`src/rtl/regbank_pkg.sv`:
```
// Address map constants, region decode and byte-select helpers shared by
// the regbank_snapshot register bank and its counter_snapshot sub-block.
package regbank_pkg;

    localparam logic [7:0] OSD_TOP    = 8'h7F;
    localparam logic [7:0] PAGE_ADDR  = 8'h80;
    localparam logic [7:0] CTRL_BASE  = 8'h81;
    localparam logic [7:0] CNT_BASE   = 8'hA0;
    localparam logic [7:0] PULSE_ADDR = 8'hF0;
    localparam logic [7:0] CLR_ADDR   = 8'hF1;
    localparam logic [7:0] INFO_ADDR  = 8'hF2;
    localparam logic [7:0] CLR_ALL    = 8'hFF;

    typedef enum logic [2:0] {
        RGN_OSD,
        RGN_PAGE,
        RGN_CTRL,
        RGN_CNT,
        RGN_PULSE,
        RGN_CLR,
        RGN_INFO,
        RGN_NONE
    } region_t;

    // Classify a byte address; sizes of the control and counter windows
    // come from the instantiating module's parameters.
    function automatic region_t addr_region(input logic [7:0] a,
                                            input int unsigned num_ctrl,
                                            input int unsigned num_counters);
        int unsigned ai;
        ai = 32'(a);
        if (a <= OSD_TOP)                                         return RGN_OSD;
        if (a == PAGE_ADDR)                                       return RGN_PAGE;
        if (ai >= 32'(CTRL_BASE) && ai < 32'(CTRL_BASE) + num_ctrl) return RGN_CTRL;
        if (ai >= 32'(CNT_BASE) && ai < 32'(CNT_BASE) + 4 * num_counters)
                                                                  return RGN_CNT;
        if (a == PULSE_ADDR)                                      return RGN_PULSE;
        if (a == CLR_ADDR)                                        return RGN_CLR;
        if (a == INFO_ADDR)                                       return RGN_INFO;
        return RGN_NONE;
    endfunction

    // Counter bytes are presented MSB first: byte 0 is bits [31:24].
    function automatic logic [7:0] word_byte(input logic [31:0] w, input logic [1:0] b);
        logic [7:0] r;
        r = w[31:24];
        case (b)
            2'd0: r = w[31:24];
            2'd1: r = w[23:16];
            2'd2: r = w[15:8];
            2'd3: r = w[7:0];
        endcase
        return r;
    endfunction

endpackage

```
`src/rtl/counter_snapshot.sv`:
```
// Single-entry shadow of one 32-bit counter: captured when byte 0 of that
// counter is consumed, so bytes 1..3 read back a coherent value.
module counter_snapshot
    import regbank_pkg::*;
(
    input  logic        clk,
    input  logic        reset_n,
    input  logic        readEn,
    input  region_t     rgn,
    input  logic [3:0]  cnt_idx,
    input  logic [1:0]  cnt_byte,
    input  logic [31:0] live_word,
    output logic        snap_hit,
    output logic [31:0] shadow_word
);

    logic [31:0] shadow;
    logic [3:0]  shadow_idx;
    logic        shadow_vld;
    logic        capture;

    assign capture     = readEn && (rgn == RGN_CNT) && (cnt_byte == 2'd0);
    assign snap_hit    = shadow_vld && (rgn == RGN_CNT) && (cnt_byte != 2'd0)
                         && (cnt_idx == shadow_idx);
    assign shadow_word = shadow;

    // Latch the whole addressed counter on a consumed byte-0 read.
    always_ff @(posedge clk) begin
        if (!reset_n) begin
            shadow     <= '0;
            shadow_idx <= '0;
            shadow_vld <= 1'b0;
        end else if (capture) begin
            shadow     <= live_word;
            shadow_idx <= cnt_idx;
            shadow_vld <= 1'b1;
        end
    end

endmodule

```
`src/rtl/regbank_snapshot.sv`:
```
// I2C-facing register bank: OSD RAM write window, page offset, control
// bytes, command pulses, counter clears and read-only status counters.
// Optional feature macro: REGBANK_SNAPSHOT_EN (coherent multi-byte counter reads).
module regbank_snapshot
    import regbank_pkg::*;
#(
    parameter int unsigned               NUM_CTRL     = 4,
    parameter int unsigned               NUM_COUNTERS = 6,
    parameter int unsigned               PAGE_W       = 3,
    parameter logic [NUM_CTRL*8-1:0]     CTRL_INIT    = '0
) (
    input  logic                         clk,
    input  logic                         reset_n,
    input  logic [7:0]                   addr,
    input  logic [7:0]                   dataIn,
    input  logic                         writeEn,
    input  logic                         readEn,
    output logic [7:0]                   dataOut,
    output logic [PAGE_W+6:0]            ram_wraddress,
    output logic [7:0]                   ram_dataIn,
    output logic                         ram_wren,
    output logic [NUM_CTRL*8-1:0]        ctrl,
    output logic [7:0]                   pulse,
    input  logic [NUM_COUNTERS*32-1:0]   counters,
    output logic [NUM_COUNTERS-1:0]      counter_clr
);

    region_t                 rgn;
    logic [3:0]              cnt_idx;
    logic [1:0]              cnt_byte;
    logic [31:0]             live_word;
    logic [7:0]              rd_data;
    logic [NUM_COUNTERS-1:0] clr_next;
    logic [PAGE_W-1:0]       page;
    logic                    snap_hit;
    logic [31:0]             shadow_word;

    assign ram_dataIn = dataIn;

    // Address decode and selection of the live counter word under addr.
    always_comb begin
        rgn       = addr_region(addr, NUM_CTRL, NUM_COUNTERS);
        cnt_idx   = 4'((addr - CNT_BASE) >> 2);
        cnt_byte  = addr[1:0];
        live_word = '0;
        for (int unsigned k = 0; k < NUM_COUNTERS; k++) begin
            if (cnt_idx == 4'(k)) live_word = counters[k*32 +: 32];
        end
    end

`ifdef REGBANK_SNAPSHOT_EN
    counter_snapshot u_snap (
        .clk         (clk),
        .reset_n     (reset_n),
        .readEn      (readEn),
        .rgn         (rgn),
        .cnt_idx     (cnt_idx),
        .cnt_byte    (cnt_byte),
        .live_word   (live_word),
        .snap_hit    (snap_hit),
        .shadow_word (shadow_word)
    );
`else
    logic unused_read_en;
    assign unused_read_en = readEn;
    assign snap_hit       = 1'b0;
    assign shadow_word    = '0;
`endif

    // Read data mux; unmapped and write-only locations read as zero.
    always_comb begin
        rd_data = '0;
        case (rgn)
            RGN_PAGE: rd_data = 8'(page);
            RGN_CTRL: begin
                for (int unsigned k = 0; k < NUM_CTRL; k++) begin
                    if (addr == CTRL_BASE + 8'(k)) rd_data = ctrl[k*8 +: 8];
                end
            end
            RGN_CNT:  rd_data = snap_hit ? word_byte(shadow_word, cnt_byte)
                                         : word_byte(live_word, cnt_byte);
            RGN_INFO: rd_data = {4'(NUM_COUNTERS - 1), 4'(NUM_CTRL)};
            default:  rd_data = '0;
        endcase
    end

    // Decode a clear command into per-counter request bits.
    always_comb begin
        clr_next = '0;
        if (writeEn && rgn == RGN_CLR) begin
            if (dataIn == CLR_ALL) begin
                clr_next = '1;
            end else begin
                for (int unsigned k = 0; k < NUM_COUNTERS; k++) begin
                    if (dataIn == 8'(k)) clr_next[k] = 1'b1;
                end
            end
        end
    end

    // Register state, registered read data and one-cycle strobes.
    always_ff @(posedge clk) begin
        if (!reset_n) begin
            dataOut       <= '0;
            page          <= '0;
            ctrl          <= CTRL_INIT;
            pulse         <= '0;
            counter_clr   <= '0;
            ram_wren      <= 1'b0;
            ram_wraddress <= '0;
        end else begin
            dataOut     <= rd_data;
            ram_wren    <= writeEn && (rgn == RGN_OSD);
            pulse       <= (writeEn && rgn == RGN_PULSE) ? dataIn : '0;
            counter_clr <= clr_next;
            if (writeEn && rgn == RGN_OSD)  ram_wraddress <= {page, addr[6:0]};
            if (writeEn && rgn == RGN_PAGE) page <= dataIn[PAGE_W-1:0];
            if (writeEn && rgn == RGN_CTRL) begin
                for (int unsigned k = 0; k < NUM_CTRL; k++) begin
                    if (addr == CTRL_BASE + 8'(k)) ctrl[k*8 +: 8] <= dataIn;
                end
            end
        end
    end

endmodule

```
`config.mk`:
```
export PLATFORM = sky130hd
export DESIGN_NAME = regbank_snapshot
export DESIGN_NICKNAME = d
export VERILOG_FILES = /design/src/rtl/regbank_pkg.sv /design/src/rtl/counter_snapshot.sv /design/src/rtl/regbank_snapshot.sv
export SDC_FILE = /design/constraint.sdc
export NUM_CORES = 1
export LEC_CHECK = 0
export BUFFER_PORTS_ARGS = -buffer_cell sky130_fd_sc_hd__buf_2
export CORE_ASPECT_RATIO = 2
export CORE_MARGIN = 10
export CORE_UTILIZATION = 40
export DETAILED_ROUTE_END_ITERATION = 8
export PLACE_DENSITY = 0.85
export SYNTH_ARGS = -nofsm -noshare
export SYNTH_HDL_FRONTEND = slang
export SYNTH_SLANG_ARGS = --single-unit
```
`constraint.sdc`:
```
create_clock -name clk -period 6 [get_ports clk]
set_input_delay 1.5 -clock clk [delete_from_list [all_inputs] [get_ports clk]]
set_output_delay 1.5 -clock clk [all_outputs]
set_load 0.005 [all_outputs]
```
==> summary.txt <==
Synth
  • Avg Cell Area, Syn: 8.16 sq um
  • Sequential-to-total area share from yosys stat: 0.275
  • Cell variety after synth: 66
  • EDFF count, synth: 0
  • Synth Net Count: 818
  • Post-synth ARST share: 0
  • Post-Syn Area: 4940 sq um
  • Synth Instances: 606
  • Synth Flop Type: dfxtp_1
  • Yosys reg bits: 68
  • Synth warn: 0

Critical path
  • CP required: 6.22 ns
  • Critical R2R Launch: ctrl[2]$_SDFFE_PN0P_
  • Reg2reg path depth: 6
  • Setup CP Type: primary input to flop
  • CP Launch Type: primary input
  • CP arrival: 4.21 ns
  • Crit path max fanout: 28
  • Critical Path Sink Type: flop
  • Reg2reg end: dataOut[2]$_SDFF_PN0_
  • Reg2reg setup slack: 4.40 ns

Floorplan
  • Die Ht: 177 um
  • Rows: 57
  • Initial Utilization: 0.408
  • Io pins: 285
  • Core area: 12,100 sq um
  • Chip Width: 98.6 um
  • Die area: 17,500 sq um

Clock tree
  • CTS buffer count: 9
  • CTS Sinks: 68
  • CTS resizes: 0
  • CTS tree: yes
  • Clock Tree Root: clkbuf_16
  • Worst-path clk slew: 0.06 ns
  • Clk_lat worst skew: 0.33 ns
  • CTS Buffer Depth: 2
  • Htree depth: 3
  • Hold Buf Count CTS: 0
  • Post-CTS Setup Repair Bufs: 0

Timing
  • Unrepaired setup endpoints after global routing: no
  • Final worst path period share: 0.665
  • Worst Clk Skew: 0.00664 ns
  • Setup WS post-layout: 2.01 ns
  • Hold slack final: 0.473 ns
  • Max-Slew Margin vs Limit: 0.398
  • TNS Setup: 0 ns
  • Final Hold Viols: 0
  • Max Slew Vio Count: 0
  • Maximum clock frequency: 251 MHz
  • Post-route minimum period: 3.99 ns
  • Final Setup Violations: 0
  • Worst-margin pin slew: 0.898 ns

Placement
  • Placed cells: 983
  • Routability congestion estimate from global placement: 0.920
  • Post-place setup slack: 1.78 ns
  • Area post-placement: 6290 sq um
  • DP Wirelength: 19,300 um
  • Port bufs: 283

Detailed routing
  • Drt wl/cell: 23.9 um
  • DR vias/cell: 5.90
  • Vias after detailed routing: 5,895
  • Drt drc: 0
  • Post-Route WL: 23,900 um
  • 1st-iter DRT viols: 320
  • DRT Pass-1 Iters: 7
  • Detail Route Antenna Nets: 0

Power
  • Post-layout power: 1.23 mW
  • Switching share of power: 0.281
  • Sequential share of power: 0.369
  • Cell Pwr Density: 187 nW/um^2
  • Clk pwr share: 0.423
  • Internal: 888 uW
  • Logic pwr share: 0.208
  • NetSw: 347 uW
  • Worst vdd ir: 0.171 mV
  • Leak pwr: 3.05 nW

Final layout
  • Final core utilization: 0.544
  • Area Overhead vs Synth: 33.3%
  • ANT cells: 0
  • Final std cells w/o fill: 999
  • Layout cells sized above 1: 0.401
  • Nets: 1,059
  • Final instance area: 6590 sq um

Job
  • Max-cap violation count: 0

Min path
  • Tightest Hold Check Type: flop to flop
  • WHS Path Cells: 2
  • Worst Hold Launch: ctrl[16]$_SDFFE_PN0P_
  • Hold EP: ctrl[16]$_SDFFE_PN0P_

Global route
  • Total GRT Usage: 0.253
  • Initial antenna violation count: 0
  • Aggregate global routing overflow: 0
  • Global-route wire length before repair: 34,800 um
  • Largest net degree at the start of global routing: 61
  • Vias in the first global route: 5,929

Outcome
  • Status: complete, no violations
-- cells in the mapped netlist, types with 13 or more instances --
library cell,count,area share
nor2b_1,27,0.034
a21oi_1,22,0.022
clkbuf_1,30,0.023
nor2_1,44,0.033
nand2_1,48,0.036
nand3_1,28,0.028
buf_2,15,0.015
dfxtp_1,68,0.28
a31oi_1,13,0.016
mux2i_1,54,0.11
o21ai_0,31,0.031
nand2b_1,15,0.019
a21boi_0,16,0.024
-- cell type report --
class	instances	area (sq um)
repair buffers	290	1470
clock buffers	12	267
inverters	10	37.5
clock inverters	4	30.0
fillers	1221	5530
multi-input cells	468	3240
well taps	147	184
flip-flops and latches	68	1360
-- how the worst max path moves through the flow --
stage,startpoint,to,slack (ns),cells past startpoint
5_1_grt,addr[4],dataOut[6]$_SDFF_PN0_,1.93,7
3_5_place_dp,addr[4],ram_wraddress[4]$_SDFFE_PN0P_,1.78,7
3_3_place_gp,addr[4],ram_wraddress[0]$_SDFFE_PN0P_,1.82,7
4_1_cts,addr[4],ram_wraddress[4]$_SDFFE_PN0P_,2.10,7
6_report,addr[4],ram_wraddress[4]$_SDFFE_PN0P_,2.01,7
2_1_floorplan,addr[4],ram_wraddress[1]$_SDFFE_PN0P_,2.64,8
-- layout by cell type (no fill, tap or decap), types with 9 or more instances in the layout --
master / Yosys / layout
a21boi_0: 16 / 16
a21oi_1: 22 / 22
a22oi_1: 11 / 11
a31oi_1: 13 / 13
and2_1: 11 / 11
buf_2: 15 / 282
clkbuf_16: 0 / 9
dfxtp_1: 68 / 68
inv_1: 9 / 9
mux2_2: 11 / 11
mux2i_1: 54 / 54
nand2_1: 48 / 48
nand2b_1: 15 / 15
nand3_1: 28 / 28
nor2_1: 44 / 44
nor2b_1: 27 / 27
nor3_1: 9 / 9
o21ai_0: 31 / 31
o22ai_1: 10 / 10
-- logic make-up after synthesis --
group,Yosys count,synth area share
AND/OR/NAND/NOR,211,0.227
buffers and inverters,70,0.0693
multiplexers,70,0.157
flip-flops,68,0.275
AO/OA/AOI/OAI,187,0.272
-- flip-flops by register name (all words and copies together), names as in the netlist --
signal / flops
counter_clr: 6
ram_wraddress: 10
ctrl: 32
dataOut: 8
page: 3
pulse: 8
ram_wren: 1
-- power by group through the flow --
| stage | sequential (mW) | clock [mW] | combinational [mW] |
|---|---|---|---|
| floorplan | 0.466 | 0 | 0.140 |
| global placement | 0.466 | 0 | 0.249 |
| detailed placement | 0.466 | 0 | 0.254 |
| CTS | 0.456 | 0.531 | 0.254 |
| global route | 0.456 | 0.549 | 0.276 |
| finish | 0.456 | 0.522 | 0.257 |
-- worst max-delay path, cell delays in order --
cell and delay, ns:
buf_2 0.44, nand2b_1 0.50, nor3_1 0.66, a311o_2 0.30
and4bb_2 0.48, mux2i_1 0.24, nor2b_1 0.07
-- layer usage --
layer	track usage	share of wire	vias to the layer above
li1	-	-	2726
met1	0.249	0.33	2769
met2	0.484	0.55	333
met3	0.0504	0.076	67
met4	0.119	0.043	0
met5	0	0	-
Power figures use the tool's default switching activity.
